$ cat src/rtl/armleocpu_ptw.sv
// Sv32 page-table walker: fetches up to two PTEs over a single-outstanding read port and writes valid leaves into the TLB.
// Optional: define ARMLEOCPU_PTW_AD_CHECK_EN to fault on leaves whose Accessed bit is clear.
//
// state    | meaning
// ---------+--------------------------------------------------------------
// IDLE     | waiting for walk_req
// FETCH    | PTE read in flight (mem_req high) or about to be issued (mem_req low)
// COMPLETE | one cycle: leaf written to TLB, walk_done pulses
// FAULT    | one cycle: walk_done pulses with exactly one fault flag
module armleocpu_ptw #(
  parameter int MEM_ADDR_W = 34
) (
  input  logic                  clk,
  input  logic                  rst_n,

  input  logic                  walk_req,
  input  logic [19:0]           walk_virtual_address,
  input  logic [21:0]           satp_ppn,
  output logic                  walk_busy,
  output logic                  walk_done,
  output logic                  walk_pagefault,
  output logic                  walk_accessfault,
  output logic [21:0]           walk_phys,
  output logic [7:0]            walk_accesstag,

  output logic                  mem_req,
  output logic [MEM_ADDR_W-1:0] mem_addr,
  input  logic                  mem_ack,
  input  logic [31:0]           mem_rdata,
  input  logic                  mem_err,

  output logic [1:0]            tlb_command,
  output logic [19:0]           tlb_virtual_address_w,
  output logic [7:0]            tlb_accesstag_w,
  output logic [21:0]           tlb_phys_w
);

  localparam logic [1:0] TLB_CMD_NONE  = 2'b00;
  localparam logic [1:0] TLB_CMD_WRITE = 2'b10;

`ifdef ARMLEOCPU_PTW_AD_CHECK_EN
  localparam bit AD_CHECK = 1'b1;
`else
  localparam bit AD_CHECK = 1'b0;
`endif

  typedef enum logic [1:0] {
    S_IDLE,
    S_FETCH,
    S_COMPLETE,
    S_FAULT
  } state_t;

  typedef enum logic [1:0] {
    PTE_ACCESS_FAULT,
    PTE_PAGE_FAULT,
    PTE_LEAF,
    PTE_POINTER
  } pte_kind_t;

  state_t      state;
  logic        level;
  logic [19:0] va_r;
  logic [21:0] satp_r;
  logic [21:0] ptr_ppn;
  pte_kind_t   pte_kind;
  logic [21:0] leaf_phys;

  // RSW bits are software-reserved and never affect the walk
  logic unused_rsw;
  assign unused_rsw = &{1'b0, mem_rdata[9:8]};

  function automatic logic [MEM_ADDR_W-1:0] pte_addr(input logic [21:0] ppn, input logic [9:0] idx);
    return MEM_ADDR_W'({ppn, 12'b0}) + MEM_ADDR_W'({idx, 2'b00});
  endfunction

  always_comb begin
    pte_kind = PTE_PAGE_FAULT;
    if (mem_err) begin
      pte_kind = PTE_ACCESS_FAULT;
    end else if (!mem_rdata[0] || (!mem_rdata[1] && mem_rdata[2])) begin
      pte_kind = PTE_PAGE_FAULT;
    end else if (mem_rdata[1] || mem_rdata[3]) begin
      if (level && (mem_rdata[19:10] != 10'd0))
        pte_kind = PTE_PAGE_FAULT;
      else if (AD_CHECK && !mem_rdata[6])
        pte_kind = PTE_PAGE_FAULT;
      else
        pte_kind = PTE_LEAF;
    end else if (level) begin
      pte_kind = PTE_POINTER;
    end
  end

  // megapage leaves take their low PPN bits from VPN0
  assign leaf_phys = level ? {mem_rdata[31:20], va_r[9:0]} : mem_rdata[31:10];

  assign walk_busy             = (state != S_IDLE);
  assign tlb_virtual_address_w = va_r;
  assign tlb_phys_w            = walk_phys;
  assign tlb_accesstag_w       = walk_accesstag;

  always_ff @(posedge clk or negedge rst_n) begin
    if (!rst_n) begin
      state            <= S_IDLE;
      level            <= 1'b1;
      va_r             <= '0;
      satp_r           <= '0;
      ptr_ppn          <= '0;
      mem_req          <= 1'b0;
      mem_addr         <= '0;
      walk_done        <= 1'b0;
      walk_pagefault   <= 1'b0;
      walk_accessfault <= 1'b0;
      walk_phys        <= '0;
      walk_accesstag   <= '0;
      tlb_command      <= TLB_CMD_NONE;
    end else begin
      case (state)
        S_IDLE: begin
          if (walk_req) begin
            va_r     <= walk_virtual_address;
            satp_r   <= satp_ppn;
            level    <= 1'b1;
            mem_req  <= 1'b1;
            mem_addr <= pte_addr(satp_ppn, walk_virtual_address[19:10]);
            state    <= S_FETCH;
          end
        end
        S_FETCH: begin
          if (!mem_req) begin
            mem_req  <= 1'b1;
            mem_addr <= level ? pte_addr(satp_r, va_r[19:10]) : pte_addr(ptr_ppn, va_r[9:0]);
          end else if (mem_ack) begin
            mem_req <= 1'b0;
            case (pte_kind)
              PTE_ACCESS_FAULT: begin
                walk_done        <= 1'b1;
                walk_accessfault <= 1'b1;
                state            <= S_FAULT;
              end
              PTE_PAGE_FAULT: begin
                walk_done      <= 1'b1;
                walk_pagefault <= 1'b1;
                state          <= S_FAULT;
              end
              PTE_LEAF: begin
                walk_done      <= 1'b1;
                walk_phys      <= leaf_phys;
                walk_accesstag <= mem_rdata[7:0];
                tlb_command    <= TLB_CMD_WRITE;
                state          <= S_COMPLETE;
              end
              default: begin
                ptr_ppn <= mem_rdata[31:10];
                level   <= 1'b0;
              end
            endcase
          end
        end
        S_COMPLETE, S_FAULT: begin
          walk_done        <= 1'b0;
          walk_pagefault   <= 1'b0;
          walk_accessfault <= 1'b0;
          tlb_command      <= TLB_CMD_NONE;
          state            <= S_IDLE;
        end
        default: state <= S_IDLE;
      endcase
    end
  end

endmodule

$ cat config.mk
export PLATFORM = sky130hd
export DESIGN_NAME = armleocpu_ptw
export DESIGN_NICKNAME = d
export VERILOG_FILES = /design/src/rtl/armleocpu_ptw.sv
export SDC_FILE = /design/constraint.sdc
export NUM_CORES = 1
export LEC_CHECK = 0
export CORE_ASPECT_RATIO = 1.25
export CORE_MARGIN = 1.5
export CORE_UTILIZATION = 42
export CTS_CLUSTER_SIZE = 16
export DETAILED_ROUTE_END_ITERATION = 7
export GPL_TIMING_DRIVEN = 0
export PLACE_DENSITY = 0.84
export SKIP_CTS_REPAIR_TIMING = 1
export SYNTH_ARGS = -nofsm -noshare
export SYNTH_HDL_FRONTEND = slang
export SYNTH_SLANG_ARGS = --single-unit
$ cat constraint.sdc
create_clock -name clk -period 1.9 [get_ports clk]
set_clock_uncertainty 0.15 [all_clocks]
set_input_delay 0.38 -clock clk [delete_from_list [all_inputs] [get_ports clk]]
set_output_delay 0.38 -clock clk [all_outputs]
set_load 0.05 [all_outputs]
==> results.txt, run 1 <==
Across every metal layer, demand over resource in global routing totals 0.220. On the final layout, the worst hold slack is 0.205 ns. The sequential area share after synthesis is 0.540.

The worst-case headroom to the max-slew limit is 0.627. The die width came out at 112 µm. The floorplan step defined a core boundary enclosing 14,400 µm².

The clock-pin slew reported for the worst setup and hold paths after clock tree synthesis is 0.06 ns. The number of maximum-capacitance violations came out at 0. After filler insertion, the fill cell instance count of the layout stands at 984. The layout cell share with drive strength beyond 1 came out at 0.339.

The total CTS buffers is 17. The starting density of the core came out at 0.431. The power density normalized to cell area is 1900 nW/µm². The via count of the first global-routing pass is 4,899. The critical setup path kind is reg2reg. The H-tree generated during clock tree synthesis spans 4 levels. Row generation in the floorplan step produced 49 rows. TritonCTS built the clock tree. The Yosys step of the flow raised 0 warnings.

The cell sitting at the root of the clock tree is a sky130_fd_sc_hd__clkbuf_16. The max-slew violation total from the final report was 0. The startpoint type of the worst setup path is a flop. The highest clock frequency the design can meet is 489 MHz. Synthesis produced 494 cells. The number of nets with antenna violations after detailed routing came out at 0. Counting every sink on the clock net gives 134. The wire length per cell is 19.6 µm. The routed layout has 4,727 vias. After layout, the design draws a total of 18.7 mW.

The post-detailed-routing wire length is 18,100 µm. The vertical die dimension is 139 µm. The area of all placed cells without fillers came out at 9830 µm². The first global-routing pass estimated 26,300 µm of wire. The final weighted congestion in routability-driven placement is 0.826. The maximum root-to-sink buffer count is 2. The number of antenna violations at the first check in global routing is 0. For this run, the post-layout net count is 813. The via density per instance came out at 5.11. The element type at the critical path end is a flop. The run finished, with violations left. Entering global routing, the biggest net connects 85 pins. Relative to the synthesized area, the layout overhead comes to 58.3%. In this run, distinct cell masters in the synthesized netlist total 36. The instance count after placement with tap cells included came out at 869. A synthesized cell averages 12.6 µm². The final antenna diode count is 0.

The number of hold violations in the final report is 0. The floorplan step defined a die boundary enclosing 15,500 µm². The sum of overflow across all layers after global routing came out at 0.

The placed instances occupy a cell area of 8440 µm². The number of setup violations in the final report came out at 52. The final cell utilization of the core came out at 0.683. The multi-input gate area in the final layout is 2570 µm². The iteration count of the initial detailed-routing pass is 4.

Across the VDD grid, the largest voltage drop is 0.00133 V. The flip-flop and latch area is 3360 µm². In the finished design, the share of the clock period the worst path needs comes to 1.08. The total of buffers placed on input and output ports came out at 194.

The post-layout minimum cycle time is 2.05 ns. The standby leakage power is 6.06 nW. At the placement stage, the worst setup path has a slack of -0.874 ns.

The total DRC errors in the routed layout is 0. The slew at the pin with the worst max-slew slack came out at 0.558 ns. After the first detailed-routing iteration, the DRC count stood at 207.

Of all nets on the critical path, the largest fanout is 6. The netlist area before placement is 6210 µm². The number of cells in the finished layout apart from fillers is 925. The required time reported for the critical path endpoint came out at 2.05 ns. Synthesis inferred 134 register bits. The checks that failed: negative setup slack. The worst endpoint data arrival time is 2.20 ns.

The HPWL reported at the end of detailed placement came out at 12,400 µm. Setup repair after global routing could not meet its margin everywhere. The min-delay analysis places its worst path in the category in2reg.

The number of ports placed on the die boundary came out at 200. The setup slack after layout is -0.145 ns. The setup TNS after final layout is -5.08 ns. The clock reaches the later pin of the worst-skew pair after 0.42 ns.
## cells by family (layout without fill, tap and decap cells)
| kind of cell | Yosys count | in the layout | share of synthesized area |
|---|---|---|---|
| flops | 134 | 134 | 0.540 |
| simple gates | 86 | 86 | 0.0673 |
| mux | 135 | 135 | 0.262 |
| other cells | 1 | 3 | 0.000604 |
| compound gates | 73 | 73 | 0.0630 |
| buf+inv | 65 | 316 | 0.0675 |
## worst paths after layout
check,start,endpoint,slack [ns],cells after the start
setup / recovery,state[1]$_DFFE_PN0P_,tlb_phys_w[3]$_DFFE_PN0P_,-0.15,6
hold / removal,mem_rdata[18],ptr_ppn[8]$_DFFE_PN0P_,0.20,2
setup reg to reg,state[1]$_DFFE_PN0P_,tlb_phys_w[3]$_DFFE_PN0P_,-0.15,6
hold reg to reg,mem_addr[10]$_DFFE_PN0P_,mem_addr[10]$_DFFE_PN0P_,0.33,2
max in group asynchronous,rst_n,satp_r[21]$_DFFE_PN0P_,0.45,3
min in group asynchronous,rst_n,mem_addr[17]$_DFFE_PN0P_,0.34,2
## layout make-up
cell class              instances  share of cell area
clock inverters                11              0.0197
repair buffers                219               0.253
clock buffers                  21              0.0489
flip-flops and latches        134               0.342
well taps                     178              0.0226
plain buffers                  61              0.0513
inverters                       4             0.00204
multi-input cells             297               0.261
## critical path, cell delays in order (launching register included)
cell and delay (ns):
sky130_fd_sc_hd__dfrtp_2 0.44, sky130_fd_sc_hd__and2b_4 0.30, sky130_fd_sc_hd__nand3_4 0.09, sky130_fd_sc_hd__nor4_4 0.23, sky130_fd_sc_hd__buf_6 0.22, sky130_fd_sc_hd__clkbuf_16 0.19, sky130_fd_sc_hd__mux2_4 0.30
## flip-flops by register name, summed over array words and instances (netlist names)
register and count:
mem_req 1, tlb_phys_w 22, walk_accessfault 1, satp_r 22
ptr_ppn 22, tlb_virtual_address_w 20, walk_pagefault 1, tlb_accesstag_w 8
level 1, state 2, tlb_command 1, mem_addr 32
walk_done 1
## metal layers
layer / share of wire / GRT usage / wire length [µm]
met2: 0.54 / 0.386 / 9710
met5: 0 / 0 / 0
met3: 0.061 / 0.0647 / 1110
met1: 0.39 / 0.259 / 7120
met4: 0.011 / 0.0680 / 208
## power breakdown
part	switching, mW	internal [mW]
Sequential	0.887	4.09
Clock	1.26	2.47
Combinational	6.05	3.90
Total	8.20	10.5
## synthesized netlist by cell type, drive strengths merged
| cell type | count | share of area |
|---|---|---|
| dfstp | 1 | 0.0042 |
| a21o | 1 | 0.0012 |
| a41oi | 1 | 0.0014 |
| nor4b | 1 | 0.0038 |
| nand3 | 2 | 0.0036 |
| nand4 | 1 | 0.0020 |
| a31oi | 1 | 0.0010 |
| conb | 1 | 0.00060 |
| nor3b | 2 | 0.0024 |
| inv | 4 | 0.0024 |
| nand2 | 64 | 0.039 |
| nor2 | 6 | 0.0036 |
| or3 | 1 | 0.0010 |
| a21oi | 2 | 0.0022 |
| o21ba | 2 | 0.0032 |
| mux2i | 32 | 0.052 |
| buf | 47 | 0.057 |
| o22ai | 1 | 0.0010 |
| mux2 | 103 | 0.21 |
| nor4 | 4 | 0.0064 |
| or2 | 2 | 0.0020 |
| nor3 | 1 | 0.00080 |
| o31a | 1 | 0.0014 |
| clkbuf | 14 | 0.0085 |
| and2b | 1 | 0.0014 |
| dfrtp | 133 | 0.54 |
| nand2b | 1 | 0.0014 |
| o21ai | 64 | 0.052 |
## layout by cell type (no fill, tap or decap), drive strengths merged, types with 2 or more instances in the layout
cell,Yosys,routed
inv,4,5
nor3b,2,2
or2,2,2
buf,47,69
nor2,6,6
conb,1,3
dlymetal6s2s,0,116
nor4,4,4
mux2i,32,32
clkinvlp,0,4
mux2,103,103
nand3,2,2
o21ai,64,64
clkbuf,14,48
bufinv,0,5
a21oi,2,2
dfrtp,133,133
clkdlybuf4s50,0,66
o21ba,2,2
nand2,64,64
Note: power is estimated with default switching activity, not from simulation.
==> run 2, diff against run 1 <==
CORE_MARGIN = not set   (was 1.5)
REMOVE_ABC_BUFFERS = 1   (was not set)
==> run 2 against run 1 <==
  * The flow still finishes with violations (negative setup slack)
  * Final cell count is 3.6% lower
  * Worst setup slack lost 0.12 ns
  * Clock power hardly changed
  * First-iteration DRC count is 29% higher
  * Highest routed layer unchanged
  * Critical path depth did not move
  * Sequential cell count unchanged
==> results.txt, run 2 (same netlist as run 1, synthesis figures left out) <==
The run finished, with violations left. The final reports fail on negative setup slack. The sum of overflow across all layers after global routing came out at 0 (unchanged). The layout cell share with drive strength beyond 1 is 0.291 (-0.0474). The worst-path maximum fanout came out at 8 (+2). The max-slew violation total from the final report is 0 (unchanged). The slowest stage of the critical path belongs to the cell sky130_fd_sc_hd__dfrtp_2. The insertion delay of the later-clocked pin in the worst-skew pair came out at 0.41 ns (about the same). The row count came out at 49 (unchanged). The startpoint type of the worst setup path is a flop.

The number of nets with antenna violations after detailed routing is 0 (unchanged). The instance count after placement with tap cells included was 816 (-6.1%). The vertical die dimension came out at 138 µm (-0.72%). The destination of the critical timing path is tlb_accesstag_w[4]$_DFFE_PN0P_. The worst register-to-register path begins at state[1]$_DFFE_PN0P_. The post-detailed-routing wire length came out at 18,200 µm (+0.20%). The delay of the slowest cell on the worst path is 0.45 ns (about the same). The total CTS buffers came out at 17 (unchanged). The register containing the most flip-flops in the final layout is mem_addr. The area of the core came out at 14,400 µm² (unchanged). The worst endpoint data arrival time came out at 2.30 ns (+0.10 ns). The starting density of the core came out at 0.431 (unchanged). The tightest min-delay check is of the in2reg type. The clock network fraction of total power is 0.203 (+0.003).

The number of gates on the worst path with buffers counted came out at 6 (unchanged). Setup repair after global routing could not meet its margin everywhere. The overall fraction of global-route tracks in use came out at 0.198 (-0.0217).

In the layout the commonest cells are sky130_fd_sc_hd__dfrtp_1 (130), sky130_fd_sc_hd__dlymetal6s2s_1 (125), sky130_fd_sc_hd__clkdlybuf4s50_1 (66), sky130_fd_sc_hd__nand2_1 (64), sky130_fd_sc_hd__o21ai_0 (64). The maximum root-to-sink buffer count came out at 2 (unchanged). Compared with the post-synthesis result, the final layout area differs by 56.4%. The global-route wire length before repair is 23,700 µm (-9.8%). The number of vias in the routed layout is 4,686 (-0.87%). The final cell utilization of the core is 0.675 (-0.00782).

The share of power burned in combinational logic was 0.527 (-0.006). The HPWL reported at the end of detailed placement is 10,600 µm (-15%). The internal power is 10.3 mW (-1.4%). The die width is 111 µm (-0.89%). The number of clock sinks seen by CTS came out at 134 (unchanged). In this run the clock root is driven by a sky130_fd_sc_hd__clkbuf_16. The DRC violation total after the first TritonRoute iteration is 268 (+29%). The most common cell after layout, fill and taps aside is sky130_fd_sc_hd__dfrtp_1. The worst reg2reg path depth came out at 6 (unchanged). The via count of the first global-routing pass came out at 4,580 (-6.5%). The number of cells in the finished layout apart from fillers came out at 892 (-3.6%). The area after detailed placement was 8120 µm² (-3.7%). The count of nets after finishing is 780 (-4.1%). The signal on the critical path passes through and2b_4 -> nand3_4 -> nor4_4 -> buf_6 -> clkbuf_16 -> mux2_4. The worst voltage drop across the vdd grid came to 0.00121 V (-9.4%). The part of the total power dissipated in sequential elements came to 0.270 (+0.003). The source of the critical timing path is state[1]$_DFFE_PN0P_.

The number of ports placed on the die boundary came to 200 (unchanged). The area of all placed cells without fillers is 9720 µm² (-1.1%). The pin count of the biggest net entering global routing is 72 (-15%). The setup TNS after final layout is -11.27 ns (-6.19 ns). The total DRC errors in the routed layout came out at 0 (unchanged). The iteration count of the initial detailed-routing pass is 4 (unchanged).

The number of maximum-capacitance violations came out at 0 (unchanged). The via density per instance is 5.25 (+2.8%). The number of hold violations in the final report came to 0 (unchanged). The share of total power consumed by net switching was 0.439 (about the same). The setup slack after layout is -0.263 ns (-0.117 ns). The highest clock frequency the design can meet came out at 462 MHz (-5.4%). The final cycle utilization of the critical path came out at 1.14 (+0.0618). The total of buffers placed on input and output ports came out at 194 (unchanged).

The flip-flop count of the largest register after layout came out at 32 (unchanged). The net switching power figure is 8.07 mW (-1.5%). The combined buffer and inverter count along the critical path came out at 2 (unchanged). The kind of cell with the highest combined delay along the critical path is simple AND/OR/NAND/NOR gates. The standby leakage power is 6.06 nW (about the same). The destination of the worst register-to-register timing path is tlb_accesstag_w[4]$_DFFE_PN0P_. By startpoint and endpoint, the worst setup path is classified as reg2reg. The wire length per cell came to 20.4 µm (+3.9%). The required time reported for the critical path endpoint came out at 2.04 ns (about the same). The full die area is 15,300 µm² (-1.6%).

TritonCTS built the clock tree. The final weighted congestion in routability-driven placement is 0.768 (-7.0%). The number of setup violations in the final report came to 54 (+3.8%). The number of antenna violations at the first check in global routing came out at 0 (unchanged). The H-tree depth is 4 (unchanged). The number of cells on the worst hold path is 2 (unchanged).

The clock-pin slew reported for the worst setup and hold paths after clock tree synthesis is 0.05 ns (about the same). The element type at the critical path end is a flop. The worst setup slack for register-to-register paths came out at -0.26 ns (-0.12 ns).

The worst-case headroom to the max-slew limit came out at 0.596 (-0.0317). The power density normalized to cell area was 1890 nW/µm² (-0.30%). The post-layout minimum cycle time is 2.16 ns (+0.117 ns).

The slew at the pin with the worst max-slew slack is 0.607 ns (+0.0484 ns). The final antenna diode count is 0 (unchanged).
==> run 2: per-layer routing <==
metal | GRT usage | routed length (µm) | part of all wire
met5 | 0 | 0 | 0
met2 | 0.354 | 9960 | 0.55
met1 | 0.223 | 6890 | 0.38
met4 | 0.0689 | 342 | 0.019
met3 | 0.0651 | 1000 | 0.055
==> run 2: cell type report <==
cell class / instances / area [µm²]
clock buffers: 25 / 515
clock inverters: 7 / 163
fillers: 940 / 4690
inverters: 4 / 20.0
multi-input cells: 301 / 2620
flip-flops and latches: 134 / 3360
well taps: 178 / 223
repair buffers: 243 / 2820
==> run 2: how the worst min path moves through the flow <==
stage                                   from                                     to
floorplan                              rst_n               mem_addr[10]$_DFFE_PN0P_
global placement    mem_addr[19]$_DFFE_PN0P_               mem_addr[19]$_DFFE_PN0P_
detailed placement                     rst_n  tlb_virtual_address_w[11]$_DFFE_PN0P_
CTS                                    rst_n  tlb_virtual_address_w[11]$_DFFE_PN0P_
global route                   mem_rdata[12]                 ptr_ppn[2]$_DFFE_PN0P_
finish                         mem_rdata[19]                 ptr_ppn[9]$_DFFE_PN0P_
==> run 2: per-stage QoR <==
step	hold slack (ns)	setup slack, ns	power, mW
finish	0.202	-0.263	18.4
global route	0.217	-0.325	19.2
CTS	-0.179	-2.08	17.9
detailed placement	0.259	-2.08	14.1
global placement	0.313	-8.25	13.7
floorplan	-0.0656	-3.75	10.9
==> run 2: power groups by stage <==
| stage | registers (mW) | clock network, mW | logic (mW) |
|---|---|---|---|
| 2_1_floorplan | 8.34 | 0 | 2.59 |
| 3_3_place_gp | 4.96 | 0 | 8.77 |
| 4_1_cts | 5.04 | 3.77 | 9.08 |
| 6_report | 4.96 | 3.73 | 9.70 |
| 3_5_place_dp | 5.07 | 0 | 9.05 |
| 5_1_grt | 5.13 | 3.90 | 10.2 |
==> run 3, diff against run 2 <==
PLACE_DENSITY = 0.77   (was 0.84)
==> run 3 against run 2 <==
  * The flow still finishes with violations (negative setup slack)
  * Via count fell by 2.5%
  * Non-clock buffer count is 2 lower
  * Final cell count fell by 0.34%
==> results.txt, run 3 (same netlist as run 1, synthesis figures left out) <==
The number of ports placed on the die boundary is 200 (unchanged). The most common cell after layout, fill and taps aside is sky130_fd_sc_hd__dfrtp_1. The insertion delay of the later-clocked pin in the worst-skew pair came out at 0.42 ns (about the same). The number of hold violations in the final report was 0 (unchanged). In the layout the commonest cells are sky130_fd_sc_hd__dfrtp_1 (130), sky130_fd_sc_hd__dlymetal6s2s_1 (125), sky130_fd_sc_hd__clkdlybuf4s50_1 (66), sky130_fd_sc_hd__nand2_1 (64), sky130_fd_sc_hd__o21ai_0 (64). The standby leakage power came out at 6.03 nW (-0.53%).

The total DRC errors in the routed layout came out at 0 (unchanged). The slew at the pin with the worst max-slew slack is 0.585 ns (-0.0217 ns). The vertical die dimension is 138 µm (unchanged). The final weighted congestion in routability-driven placement came out at 0.748 (-2.6%). For hold timing, the worst endpoint is ptr_ppn[9]$_DFFE_PN0P_. The H-tree depth is 4 (unchanged). The setup TNS after final layout came out at -9.79 ns (+1.49 ns).

The total CTS buffers is 17 (unchanged). The via count of the first global-routing pass is 4,511 (-1.5%). The post-layout minimum cycle time is 2.15 ns (-0.0160 ns). The run finished, with violations left. The area after detailed placement is 8130 µm² (+0.14%). The power density normalized to cell area is 1850 nW/µm² (-2.3%). The number of setup violations in the final report came out at 54 (unchanged). The global-route wire length before repair came out at 23,300 µm (-1.7%).

The full die area came out at 15,300 µm² (unchanged). The post-detailed-routing wire length is 17,400 µm (-4.1%). The number of vias in the routed layout came to 4,568 (-2.5%).

The sum of overflow across all layers after global routing was 0 (unchanged). The layout cell share with drive strength beyond 1 is 0.291 (about the same). The DRC violation total after the first TritonRoute iteration came out at 168 (-37%).

The setup slack after layout is -0.247 ns (+0.0160 ns). TritonCTS built the clock tree. The HPWL reported at the end of detailed placement was 10,200 µm (-3.4%). The worst-path maximum fanout is 8 (unchanged).

The startpoint identified for the worst hold timing path is mem_rdata[19]. The pin count of the biggest net entering global routing is 77 (+6.9%). The worst setup slack for register-to-register paths came out at -0.25 ns (+0.02 ns). The number of nets with antenna violations after detailed routing came to 0 (unchanged). The maximum root-to-sink buffer count is 2 (unchanged).

The overall fraction of global-route tracks in use came out at 0.198 (about the same). The worst setup slack after placement is -2.09 ns (-0.0130 ns). In this run the critical register-to-register path is captured at tlb_phys_w[11]$_DFFE_PN0P_. The post-layout total power is 17.8 mW (-3.0%).

The iteration count of the initial detailed-routing pass came to 4 (unchanged). The worst reg2reg path depth came out at 6 (unchanged). The final antenna diode count came out at 0 (unchanged). The final reports fail on negative setup slack.

Relative to the synthesized area, the layout overhead comes to 55.4%. The number of antenna violations at the first check in global routing is 0 (unchanged). The worst voltage drop across the vdd grid came to 0.00104 V (-14%). The worst-case headroom to the max-slew limit was 0.610 (+0.0145). The starting density of the core came out at 0.431 (unchanged).

The CTS root buffer is sky130_fd_sc_hd__clkbuf_16. The final cycle utilization of the critical path came out at 1.13 (-0.00841). The area of the core is 14,400 µm² (unchanged).

The clock-pin slew reported for the worst setup and hold paths after clock tree synthesis is 0.06 ns (about the same). More flip-flops sit in one register than any other, and that register is mem_addr. The element type at the critical path end is a flop. The flip-flop count of the largest register after layout is 32 (unchanged). The path class of the tightest hold or removal check is in2reg. The critical path is of the reg2reg type. The row count came out at 49 (unchanged). The number of maximum-capacitance violations is 0 (unchanged).

The final cell utilization of the core is 0.670 (-0.00460). The total of buffers placed on input and output ports came out at 194 (unchanged). The max-slew violation total from the final report came out at 0 (unchanged). The startpoint identified for the worst register-to-register timing path is state[1]$_DFFE_PN0P_. The number of clock sinks seen by CTS is 134 (unchanged). Setup repair after global routing could not meet its margin everywhere.

The startpoint type of the worst setup path is a flop. The highest clock frequency the design can meet came out at 466 MHz (+0.74%). The worst endpoint data arrival time was 2.30 ns (about the same).

The area of all placed cells without fillers came to 9650 µm² (-0.68%). The wire length per cell came out at 19.6 µm (-3.8%). The count of nets after finishing came out at 778 (-0.26%). The number of cells on the worst hold path is 2 (unchanged). The via density per instance was 5.14 (-2.2%). The die width is 111 µm (unchanged). The required time reported for the critical path endpoint is 2.05 ns (about the same).
## run 3: changes by cell type in the layout (fill, tap and decap cells not counted), sizes merged
cell      before  now
buf           48   44
clkinv         1    6
bufinv         5    2
clkbuf        28   24
inv            4    5
clkinvlp       1    3
## run 3: cell type report
class                      count  area, µm²
clock buffer                  19        453
clock inverter                12        129
fill                         988       4750
inverter                       4       20.0
multi-input combinational    301       2630
sequential                   134       3360
tap                          178        223
timing repair buffer         241       2840
## run 3: routing by layer
| layer | track usage | up-vias | routed length, µm |
|---|---|---|---|
| met5 | 0 | - | 0 |
| met4 | 0.0926 | 0 | 339 |
| met3 | 0.0555 | 24 | 897 |
| met2 | 0.343 | 150 | 9320 |
| met1 | 0.228 | 2291 | 6880 |
| li1 | - | 2103 | - |
## run 3: worst max path at each step
| stage | endpoint | startpoint | depth (start not counted) |
|---|---|---|---|
| after global placement | mem_addr[22]$_DFFE_PN0P_ | walk_req | 4 |
| after floorplan | mem_addr[10]$_DFFE_PN0P_ | state[1]$_DFFE_PN0P_ | 4 |
| final | tlb_phys_w[11]$_DFFE_PN0P_ | state[1]$_DFFE_PN0P_ | 6 |
| after CTS | ptr_ppn[18]$_DFFE_PN0P_ | level$_DFFE_PN1P_ | 4 |
| after global routing | tlb_phys_w[11]$_DFFE_PN0P_ | state[1]$_DFFE_PN0P_ | 6 |
| after detailed placement | ptr_ppn[18]$_DFFE_PN0P_ | level$_DFFE_PN1P_ | 4 |
## run 3: worst max-delay path, stage by stage, from the launching register on
cell,delay [ns]
sky130_fd_sc_hd__dfrtp_2,0.44
sky130_fd_sc_hd__and2b_4,0.30
sky130_fd_sc_hd__nand3_4,0.10
sky130_fd_sc_hd__nor4_4,0.34
sky130_fd_sc_hd__buf_6,0.22
sky130_fd_sc_hd__clkbuf_16,0.18
sky130_fd_sc_hd__mux2_4,0.30
## run 3: where the power goes
| part | total (mW) | switching (mW) | internal [mW] |
|---|---|---|---|
| clock | 3.22 | 1.23 | 1.99 |
| sequential | 4.93 | 0.835 | 4.09 |
| combinational | 9.70 | 5.97 | 3.73 |
| total | 17.8 | 8.03 | 9.81 |
## run 3: through the flow
stage,instances,hold slack (ns)
finish,889,0.196
global route,889,0.185
CTS,847,-0.210
detailed placement,816,0.236
global placement,807,0.312
floorplan,435,-0.0656
